`src/rtl/isa_ddr_writer.sv`:
```
// Streams a program of instruction words from the host into DDR as write bursts,
// using the same address mapping the instruction cache reads back with (addr << 3).
//
// state | meaning
// IDLE  | waiting for start; buffer flushed on an accepted start
// FILL  | waiting until the buffer holds a full burst (min(BURST_LEN, remaining))
// BURST | burst request held; controller pops words with wr_burst_data_req
// NEXT  | advance address/remaining after a burst; also the landing spot for rejected loads
// DONE  | one-cycle done pulse, then back to IDLE
module isa_ddr_writer #(
    parameter int ISA_WIDTH       = 30,
    parameter int ADDR_WIDTH_MEM  = 16,
    parameter int DDR_ADDR_WIDTH  = 28,
    parameter int DDR_DATA_WIDTH  = 64,
    parameter int TOTAL_ISA_DEPTH = 128,
    parameter int BURST_LEN       = 8,
    parameter int BUF_DEPTH       = 16
) (
    input  logic                      clk,
    input  logic                      rst,
    input  logic                      start,
    input  logic [ADDR_WIDTH_MEM-1:0] base_ins_addr,
    input  logic [9:0]                ins_count,
    input  logic                      ins_in_valid,
    input  logic [ISA_WIDTH-1:0]      ins_in,
    output logic                      ins_in_ready,
    output logic                      wr_burst_req,
    output logic [9:0]                wr_burst_len,
    output logic [DDR_ADDR_WIDTH-1:0] wr_burst_addr,
    input  logic                      wr_burst_data_req,
    output logic [DDR_DATA_WIDTH-1:0] wr_burst_data,
    input  logic                      wr_burst_finish,
    output logic                      busy,
    output logic                      done,
    output logic                      err,
    output logic [9:0]                ins_written
);

    localparam int PTR_W = $clog2(BUF_DEPTH);

    typedef enum logic [2:0] {IDLE, FILL, BURST, NEXT, DONE} state_t;

    state_t                    state;
    logic [ISA_WIDTH-1:0]      buf_mem [BUF_DEPTH];
    logic [PTR_W-1:0]          rd_ptr;
    logic [PTR_W-1:0]          wr_ptr;
    logic [PTR_W:0]            buf_cnt;
    logic [ADDR_WIDTH_MEM-1:0] cur_addr;
    logic [9:0]                count_lat;
    logic [9:0]                remaining;
    logic [9:0]                accepted;
    logic [9:0]                burst_cnt;
    logic [9:0]                blen;
    logic [ADDR_WIDTH_MEM:0]   end_addr;
    logic                      start_ok;
    logic                      buf_full;
    logic                      buf_empty;
    logic                      req_ok;
    logic                      push;
    logic                      pop;
    logic                      range_bad;

    assign start_ok     = (state == IDLE) && start;
    assign buf_full     = (buf_cnt == (PTR_W+1)'(BUF_DEPTH));
    assign buf_empty    = (buf_cnt == '0);
    assign ins_in_ready = busy && !buf_full && (accepted < count_lat);
    assign push         = ins_in_valid && ins_in_ready;
    assign req_ok       = (state == BURST) && !buf_empty && (burst_cnt < wr_burst_len);
    assign pop          = wr_burst_data_req && req_ok;
    assign wr_burst_data = req_ok ? DDR_DATA_WIDTH'(buf_mem[rd_ptr]) : '0;
    assign blen         = (remaining > 10'(BURST_LEN)) ? 10'(BURST_LEN) : remaining;
    assign end_addr     = {1'b0, base_ins_addr} + (ADDR_WIDTH_MEM+1)'(ins_count);
    assign range_bad    = (ins_count > 10'(TOTAL_ISA_DEPTH)) ||
                          (end_addr > {1'b1, {ADDR_WIDTH_MEM{1'b0}}});

    always_ff @(posedge clk) begin
        if (push)
            buf_mem[wr_ptr] <= ins_in;
    end

    always_ff @(posedge clk or posedge rst) begin
        if (rst) begin
            rd_ptr  <= '0;
            wr_ptr  <= '0;
            buf_cnt <= '0;
        end else if (start_ok) begin
            rd_ptr  <= '0;
            wr_ptr  <= '0;
            buf_cnt <= '0;
        end else begin
            if (push)
                wr_ptr <= wr_ptr + 1'b1;
            if (pop)
                rd_ptr <= rd_ptr + 1'b1;
            case ({push, pop})
                2'b10:   buf_cnt <= buf_cnt + 1'b1;
                2'b01:   buf_cnt <= buf_cnt - 1'b1;
                default: buf_cnt <= buf_cnt;
            endcase
        end
    end

    always_ff @(posedge clk or posedge rst) begin
        if (rst) begin
            state         <= IDLE;
            cur_addr      <= '0;
            count_lat     <= '0;
            remaining     <= '0;
            accepted      <= '0;
            burst_cnt     <= '0;
            wr_burst_req  <= 1'b0;
            wr_burst_len  <= '0;
            wr_burst_addr <= '0;
            busy          <= 1'b0;
            done          <= 1'b0;
            err           <= 1'b0;
            ins_written   <= '0;
        end else begin
            done <= 1'b0;
            if (push)
                accepted <= accepted + 1'b1;
            if (pop) begin
                ins_written <= ins_written + 1'b1;
                burst_cnt   <= burst_cnt + 1'b1;
            end
            case (state)
                IDLE: begin
                    if (start) begin
                        cur_addr     <= base_ins_addr;
                        accepted     <= '0;
                        burst_cnt    <= '0;
                        ins_written  <= '0;
                        wr_burst_len <= '0;
                        busy         <= 1'b1;
                        // Rejected/empty loads go through NEXT with nothing left,
                        // which gives them the same done latency as a real load.
                        if ((ins_count == '0) || range_bad) begin
                            count_lat <= '0;
                            remaining <= '0;
                            err       <= range_bad;
                            state     <= NEXT;
                        end else begin
                            count_lat <= ins_count;
                            remaining <= ins_count;
                            err       <= 1'b0;
                            state     <= FILL;
                        end
                    end
                end
                FILL: begin
                    if (10'(buf_cnt) >= blen) begin
                        wr_burst_len  <= blen;
                        wr_burst_addr <= DDR_ADDR_WIDTH'({cur_addr, 3'b000});
                        wr_burst_req  <= 1'b1;
                        burst_cnt     <= '0;
                        state         <= BURST;
                    end
                end
                BURST: begin
                    if (wr_burst_data_req && !req_ok)
                        err <= 1'b1;
                    if (wr_burst_finish) begin
                        wr_burst_req <= 1'b0;
                        state        <= NEXT;
                    end
                end
                NEXT: begin
                    cur_addr  <= cur_addr + ADDR_WIDTH_MEM'(wr_burst_len);
                    remaining <= remaining - wr_burst_len;
                    if (remaining == wr_burst_len) begin
                        done  <= 1'b1;
                        busy  <= 1'b0;
                        state <= DONE;
                    end else begin
                        state <= FILL;
                    end
                end
                DONE:    state <= IDLE;
                default: state <= IDLE;
            endcase
        end
    end

endmodule

```
`config.mk`:
```
export PLATFORM = sky130hd
export DESIGN_NAME = isa_ddr_writer
export DESIGN_NICKNAME = d
export VERILOG_FILES = /design/src/rtl/isa_ddr_writer.sv
export SDC_FILE = /design/constraint.sdc
export NUM_CORES = 1
export LEC_CHECK = 0
export CELL_PAD_IN_SITES_DETAIL_PLACEMENT = 1
export CELL_PAD_IN_SITES_GLOBAL_PLACEMENT = 2
export CORE_MARGIN = 3
export CORE_UTILIZATION = 44
export CTS_BUF_LIST = sky130_fd_sc_hd__clkbuf_16
export DETAILED_ROUTE_END_ITERATION = 12
export PLACE_DENSITY_LB_ADDON = 0.3
export SLEW_MARGIN = 40
export SYNTH_ARGS = -nofsm -noshare
export SYNTH_HDL_FRONTEND = slang
export SYNTH_SLANG_ARGS = --single-unit
```
`constraint.sdc`:
```
create_clock -name clk -period 5.4 [get_ports clk]
set_input_delay 1.08 -clock clk [delete_from_list [all_inputs] [get_ports clk]]
set_output_delay 1.08 -clock clk [all_outputs]
set_load 0.01 [all_outputs]
```
# --- Word level (Yosys, flattened, before mapping) ---
# Memories as Yosys holds them, arrays and structs flattened.
# Index checks and enable logic that the tools add are counted.
word_totals:
  word_cells: 122
  output_inout_bits: 117
  rom_bits: 0
  ram_bits: 480
  mem_count: 1
  ff_bits: 112
  latchBits: 0
classes:
  multipliers: 0
  div_mod_pow: 0
  n_shift: 0
  mux: 46
  n_eq_ne: 12
  n_reduce_logical: 31
  magnitude_cmp: 6
  addsub: 10
  bitwise: 0
mem_list:
  columns: ["memory", "depth", "width", "rd", "rd_ports_with_merged_regs", "wr", "line_no", "text"]
  rows:
  - ["buf_mem", 16, 30, 1, 0, 1, "44", "logic [ISA_WIDTH-1:0] buf_mem [BUF_DEPTH];"]
ops:
  columns: ["operator", "count"]
  rows:
  - ["$mux 10", 14]
  - ["$pmux 10 s2", 3]
  - ["$pmux 16 s2", 1]
  - ["$add 10x1->10 const B", 3]
  - ["$mux 30", 1]
  - ["$lt 10x10->1", 2]
  - ["$add 16x10->17", 1]
  - ["$gt 17x17->1 const B", 1]
  - ["$add 16x10->16", 1]
  - ["$mux 16", 1]
  - ["$mux 4", 4]
  - ["$reduce_and 3->1", 5]
  - ["$mux 3", 4]
  - ["$pmux 3 s4", 1]
  - ["$reduce_bool 2->1", 6]
  - ["$mux 1", 11]
  - ["$eq 10x10->1", 1]
  - ["$ge 5x10->1", 1]
  - ["$gt 10x4->1 const B", 1]
  - ["$gt 10x8->1 const B", 1]
  - ["$logic_not 10->1", 1]
  - ["$pmux 5 s2", 1]
  - ["$sub 10x10->10", 1]
  - ["$add 4x1->4 const B", 2]
  - ["other kinds (19)", 37]

# --- Depth between registers and ports, before layout ---
logic_depth:
  ltp_word: 8
  depth_mapped: 17
  ltp_nobuf: 16

# --- Worst setup path before layout ---
# Ideal clock, no wire load.
synth_timing:
  path_kind: "register to register"
  from: "register accepted[8]"
  to: "memory buf_mem[4][0] (enable)"
  period_less_slack_ns: 4.517
  setup_ns: 0.455
  slack_ns: 0.883
  t_arrival_ns: 4.063
  path_buffers: 1
  path_stages_with_launch: 10
  cell_sequence: "dfrtp_1 ha_1 a21o_1 a221oi_1 nor3b_1 o211ai_1 a21boi_4 buf_2 nand2_1 nor3_1"
synth_between:
  elab_chain_len: 5
synth_rtl:
  columns: ["element", "line_no", "text"]
  rows:
  - ["start: declaration", "51", "logic [9:0] accepted;"]
  - ["start signal: assignment", "121", "accepted <= accepted + 1'b1;"]
  - ["$lt 10x10->1", "66", "assign ins_in_ready = busy && !buf_full && (accepted < count_lat);"]
  - ["$logic_and 1x1->1", "66", null]
  - ["$logic_and 1x1->1", "67", "assign push = ins_in_valid && ins_in_ready;"]
  - ["$mux 1", "77", "if (push)"]
  - ["$mux 1 (not written as such)", "78", "buf_mem[wr_ptr] <= ins_in;"]
  - ["end: declaration", "44", null]
# No other way between the ends.

# --- Worst setup path after layout ---
layout_timing:
  from: "register rd_ptr[0]"
  to: "output port wr_burst_data[28]"
layout_between:
  elab_chain_len: 2
layout_rtl:
  columns: ["element", "line_no", "text"]
  rows:
  - ["start: declaration", "45", "logic [PTR_W-1:0] rd_ptr;"]
  - ["start signal: assignment", "94", "rd_ptr <= rd_ptr + 1'b1;"]
  - ["$mem_v2 16x30", null, null]
  - ["$mux 30", "70", "assign wr_burst_data = req_ok ? DDR_DATA_WIDTH'(buf_mem[rd_ptr]) : '0;"]
  - ["end: declaration", "31", "output logic [DDR_DATA_WIDTH-1:0] wr_burst_data,"]
# No other way between the ends.

==> results.cfg <==
[clock_network]
cts-root-buf = clkbuf_16
clock_path_buffers = 3
insertion_delay_ps = 630
cts_tree = built
post_cts_resize_count = 0
postCtsSetupRepairBufs = 0
path_clk_slew_ps = 60
holdBufCountCts = 0
clock_sinks = 592
htreeDepth = 2
cts-buffers-inserted = 61

[cells_and_area]
final_cells = 2506
n_antenna_cell = 0
nets = 1827
drive_gt1_frac = 0.198
area_growth_pct = 16.8

[die]
start_util = 0.450
coreArea_um2 = 57100
die_w_um = 248
pin_count = 179
row_count = 87
die_h_um = 248
die_area_um2 = 61400

[critical_path]
crit_path_cell_trace = buf_4, mux4_2, mux4_2, and2_1, clkdlybuf4s50_1
path_buf_inv = 2
arrival_ps = 3520
required_ps = 4320
crit_path_max_incr_delay_ps = 710
cp-startpoint = rd_ptr[0]
crit_type = flip-flop to output port
cpMostUsedCell = mux4_2
start_kind = flip-flop
path_max_fanout = 21
critical_path.top_delay_family = multiplexers
end_kind = output port
cp_slowest_cell = dfrtp_4
r2r_start = remaining[6]

[yosys]
synthCells = 1519
synth_top_area_frac = 0.560
synth_seq_cells = 592
ys_warn_count = 0
seq_area_frac_synth = 0.669
netlist_top_cells_count = edfxtp_1 (480), mux4_2 (150), dfrtp_1 (112), nor2_1 (80), nand2_1 (64)
synthArstFlopShare = 0.189
syn_avg_cell_area_um2 = 16.9
synthesis.area_um2 = 25700
synthTopCellsByArea = edfxtp_1 (56%), mux4_2 (13%), dfrtp_1 (11%), ha_1 (3.1%), buf_4 (1.3%)
ys.flop_type = edfxtp_1
synth_top_area_cell = edfxtp_1
synth-compound-area-share = 0.0450
yosys.area_share.simple = 0.0652
synthXorXnorAreaFrac = 0.0177
synth_cell_types = 78
synth_adder_area_share = 0.0338
synth_edf_count = 480
synth_top_family_by_area = multiplexers
synth.most_common_cell = edfxtp_1
synthMuxAreaShare = 0.139

[timing]
setup_violations = 0
relSlewSlack = 0.515
skew_ps = 14.3
timing.setup.tns_ps = 0
finalCritPeriodShare = 0.852
rsz0062_at_grt = false
final-hold-violation-count = 0
worstMarginPinSlew_ps = 721
setup_ws_ps = 800
min_period_ps = 4600
final-max-slew-violation-count = 0
fmax_mhz = 217

[route]
drtIter0Drc = 1075
via_count = 14320
drc = 0
wl_per_cell_um = 26.0
drt.antenna.violating_nets = 0
vias_per_cell = 5.71
firstDrtPassIters = 5
routed_wl_um = 65300

[placed_design]
gp_congestion = 0.848
dp_hpwl_um = 41200
dp.cells = 2390
port_buffers = 132
pre_cts_ws_ps = 996

[pwr]
power.leakage_uw = 0.0104
power_density_nw_per_um2 = 432
ir_worst_vdd_uv = 332

[min_path]
min_path_type = flip-flop to flip-flop
min_from = wr_burst_req

[grt]
grt_pass1_wl_um = 99500
grt_max_degree = 53
antenna_found_initial = 4
grtUsageTotal = 0.219
gr-total-overflow = 0
grt_pass1_vias = 15452

[outcome]
status = completed

[flow_run]
drv_cap = 0
-- stage by stage --
| step | utilization | power, uW | hold WS [ps] | area [um^2] |
|---|---|---|---|---|
| 6_report | 0.526 | 13000 | 482 | 30000 |
| 5_1_grt | 0.526 | 13600 | 527 | 30000 |
| 4_1_cts | 0.525 | 13100 | 489 | 30000 |
| 3_5_place_dp | 0.491 | 9000 | 482 | 28100 |
| 3_3_place_gp | 0.491 | 8900 | 461 | 28000 |
| 2_1_floorplan | - | 7840 | 447 | 25900 |
-- layout by cell type (no fill, tap or decap), types with 11 or more instances in the layout --
cell               n
edfxtp_1         480
mux4_2           150
clkdlybuf4s50_1  132
dfrtp_1          108
nor2_1            76
nand2_1           64
ha_1              63
clkbuf_16         61
inv_1             49
conb_1            47
buf_4             40
and2_1            37
o21ai_0           33
xor2_1            31
nand4_1           26
a21oi_1           22
nor3_1            22
nand3_1           20
xnor2_1           19
clkinv_2          18
a21o_1            15
and3_1            15
clkinv_1          15
mux2_2            14
nor2b_1           12
a22oi_1           11
o211ai_1          11
-- tightest hold or removal path: stages (launching register included) --
cell	delay, ps
dfrtp_1	350
nand2_1	50
nand2_1	50
-- metal layers --
metal | global-route usage | vias up | share of wire
met2 | 0.363 | 406 | 0.50
met5 | 0 | - | 0.00047
li1 | - | 6236 | -
met4 | 0.0623 | 4 | 0.024
met3 | 0.0411 | 104 | 0.059
met1 | 0.297 | 7570 | 0.42
-- final cells by class --
cell class	instances	area [um^2]
fill	5291	27100
sequential	592	17200
multi-input combinational	818	7960
timing repair buffer	180	1780
clock buffer	61	1530
tap	756	946
clock inverter	54	419
inverter	45	171
-- path summary, 6_finish.rpt --
path                                endpoint  slack (ps)  cells after the start
max                        wr_burst_data[28]         800                      5
min                             wr_burst_req         480                      2
max reg2reg                     burst_cnt[1]        1210                     13
min reg2reg                     wr_burst_req         480                      2
max in group asynchronous       remaining[7]        3520                      3
min in group asynchronous        cur_addr[7]         850                      2
-- cell families after synthesis --
logic type	count (synthesis)
DFF	592
and+or+nand+nor	327
muxes	167
AOI/OAI and AO/OA	159
buffers and inverters	154
adders and majority gates	67
xor gates and xnor gates	51
other	2
-- power by group --
part / switching (uW) / internal, uW
sequential: 363 / 5460
combinational: 1630 / 1420
clock: 1830 / 2270
total: 3820 / 9150
-- sequential cells by signal, indices dropped and copies added (netlist names) --
name and cells:
wr_burst_req 1, rd_ptr 4, buf_cnt 5, accepted 10, wr_ptr 4, done 1
remaining 10, err 1, busy 1, count_lat 10, cur_addr 16, ins_written 10
state 3, burst_cnt 10, wr_burst_len 10, buf_mem 480, wr_burst_addr 16
(Power assumes the default switching activity.)
==> variant, RTL diff (config.mk and constraints unchanged) <==
Change the parameter `DDR_ADDR_WIDTH` from 28 to 56.
--- a/src/rtl/isa_ddr_writer.sv
+++ b/src/rtl/isa_ddr_writer.sv
@@ -10,7 +10,7 @@
 module isa_ddr_writer #(
     parameter int ISA_WIDTH       = 30,
     parameter int ADDR_WIDTH_MEM  = 16,
-    parameter int DDR_ADDR_WIDTH  = 28,
+    parameter int DDR_ADDR_WIDTH  = 56,
     parameter int DDR_DATA_WIDTH  = 64,
     parameter int TOTAL_ISA_DEPTH = 128,
     parameter int BURST_LEN       = 8,
Ports: changed (resized wr_burst_addr); port bits go from 179 to 207. No check against the original RTL was run, so the function may have changed too.
==> variant against the unedited design <==
Area after synthesis up 0.82%; cell count up 1.1%; sequential cell count did not move; largest power group unchanged; final area about the same; setup slack worse by 0.096 ns; power down 1.1%; count of clock-buffer cells in the layout shrank 1; routed wire length shrank 1.6%.
==> variant: results (changes against the unedited design) <==
Global route
  • Number of global-route vias before repair: 15200 (-1.4%)
  • Maximum number of pins on one net before global-route repair: 59 (+11%)
  • Wire length of the first global-routing pass: 97100 um (-2.4%)
  • Total Routing Usage GR: 20.7% (-1.2 points)
  • Met3 global-route usage: 3.73% (-0.38 points)
  • Met2 Usage GRT: 36.3% (about the same)
  • Met1 Use GR: 26.8% (-3.0 points)

Layout
  • Sequential share of cell area: 57.3% (about the same)
  • Fraction of final layout cells sized beyond drive strength 1: 18.4% (-1.3 points)
  • Total number of sequential cells: 592 (unchanged)
  • Registers with the most flip-flops: buf_mem (480), cur_addr (16), wr_burst_addr (16)
  • Clock network share of area: 6.25% (-0.23 points)
  • Fraction of area in multi-input gates: 26.9% (+0.36 points)
  • Fill count: 5466 (+3.3%)
  • Final net count: 1848 (+1.1%)
  • NonClk Buf Share: 5.78% (-0.15 points)
  • Ant. Diodes: 1 (+1)
  • Layout multi-input combinational cell count: 846 (+3.4%)

Logic synthesis
  • Sequential-to-total area share from yosys stat: 66.4% (-0.54 points)
  • Largest cells by area after synthesis: sky130_fd_sc_hd__edfxtp_1 (56%), sky130_fd_sc_hd__mux4_2 (13%), sky130_fd_sc_hd__dfrtp_1 (11%)
  • Synth cell count leaders: sky130_fd_sc_hd__edfxtp_1 (480), sky130_fd_sc_hd__mux4_2 (150), sky130_fd_sc_hd__dfrtp_1 (112)
  • Number of flops mapped to enable cells by yosys: 480 (unchanged)

Routing
  • Met3 wire length: 3530 um (-9.0%)
  • Number of iterations in the first detailed-routing pass: 4 (-1)
  • Wire length on met2: 33200 um (+2.5%)
  • Detailed router's first-iteration violation count: 1168 (+8.7%)
  • Wire length on met1: 26100 um (-4.8%)
  • Average detailed-routed wire length per instance: 25.3 um (-2.7%)
  • Post-detailed-route via-to-cell ratio: 5.63 (-1.4%)

Worst setup path
  • Worst EP arrival: 3.62 ns (+0.10 ns)
  • Worst Reg2Reg Path Length in Cells: 14 (+1)
  • Launch point of the worst reg-to-reg path: remaining[7]
  • R2R Setup Slk: 1.03 ns (-0.18 ns)
  • Timing endpoint of the critical path: wr_burst_data[7]
  • Slowest cell on crit path: sky130_fd_sc_hd__dfrtp_4
  • Maximum fanout along the worst path: 20 (-4.8%)
  • CP delay by family, top: multiplexers

Clocking
  • Clk Latency, worst-skew pair: 0.66 ns (+0.03 ns)
  • Cts bufs inserted: 60 (-1.6%)

Status
  • Run status: finished clean

Timing
  • Worst-case clock skew: 0.0661 ns (+0.0519 ns)
  • Least-Margin Pin Slew: 0.863 ns (+0.142 ns)

Pwr
  • Static Leakage: 10.5 nW (+0.46%)
  • Switching share of power: 29.1% (-0.29 points)
  • Max VDD drop: 0.277 mV (-17%)
  • Combinational fraction of design power: 23.8% (+0.3 points)

Min path
  • Worst Hold Endpoint: wr_burst_addr[14]
variant: cell families (layout without fill, tap and decap cells):
family / Yosys count / in the layout / synth area share [%]
fa+ha+maj: 67 / 67 / 3.35
simple gates: 327 / 327 / 6.47
compound gates: 159 / 159 / 4.46
xor+xnor: 51 / 51 / 1.75
buf+inv: 182 / 330 / 3.79
other cells: 2 / 76 / 0.0290
flops: 592 / 592 / 66.4
mux: 167 / 167 / 13.8
variant: stage by stage:
| step | cell area (um^2) | power [mW] | worst slack (ns) | std cells | hold slack [ns] |
|---|---|---|---|---|---|
| final | 30100 | 12.8 | 0.704 | 2534 | 0.479 |
| after global routing | 30100 | 13.5 | 0.526 | 2534 | 0.517 |
| after CTS | 30000 | 13.0 | 0.640 | 2533 | 0.488 |
| after detailed placement | 28200 | 9.00 | 0.957 | 2422 | 0.475 |
| after global placement | 28200 | 8.91 | 1.01 | 2421 | 0.463 |
| after floorplan | 26200 | 7.87 | 0.883 | 1620 | 0.447 |
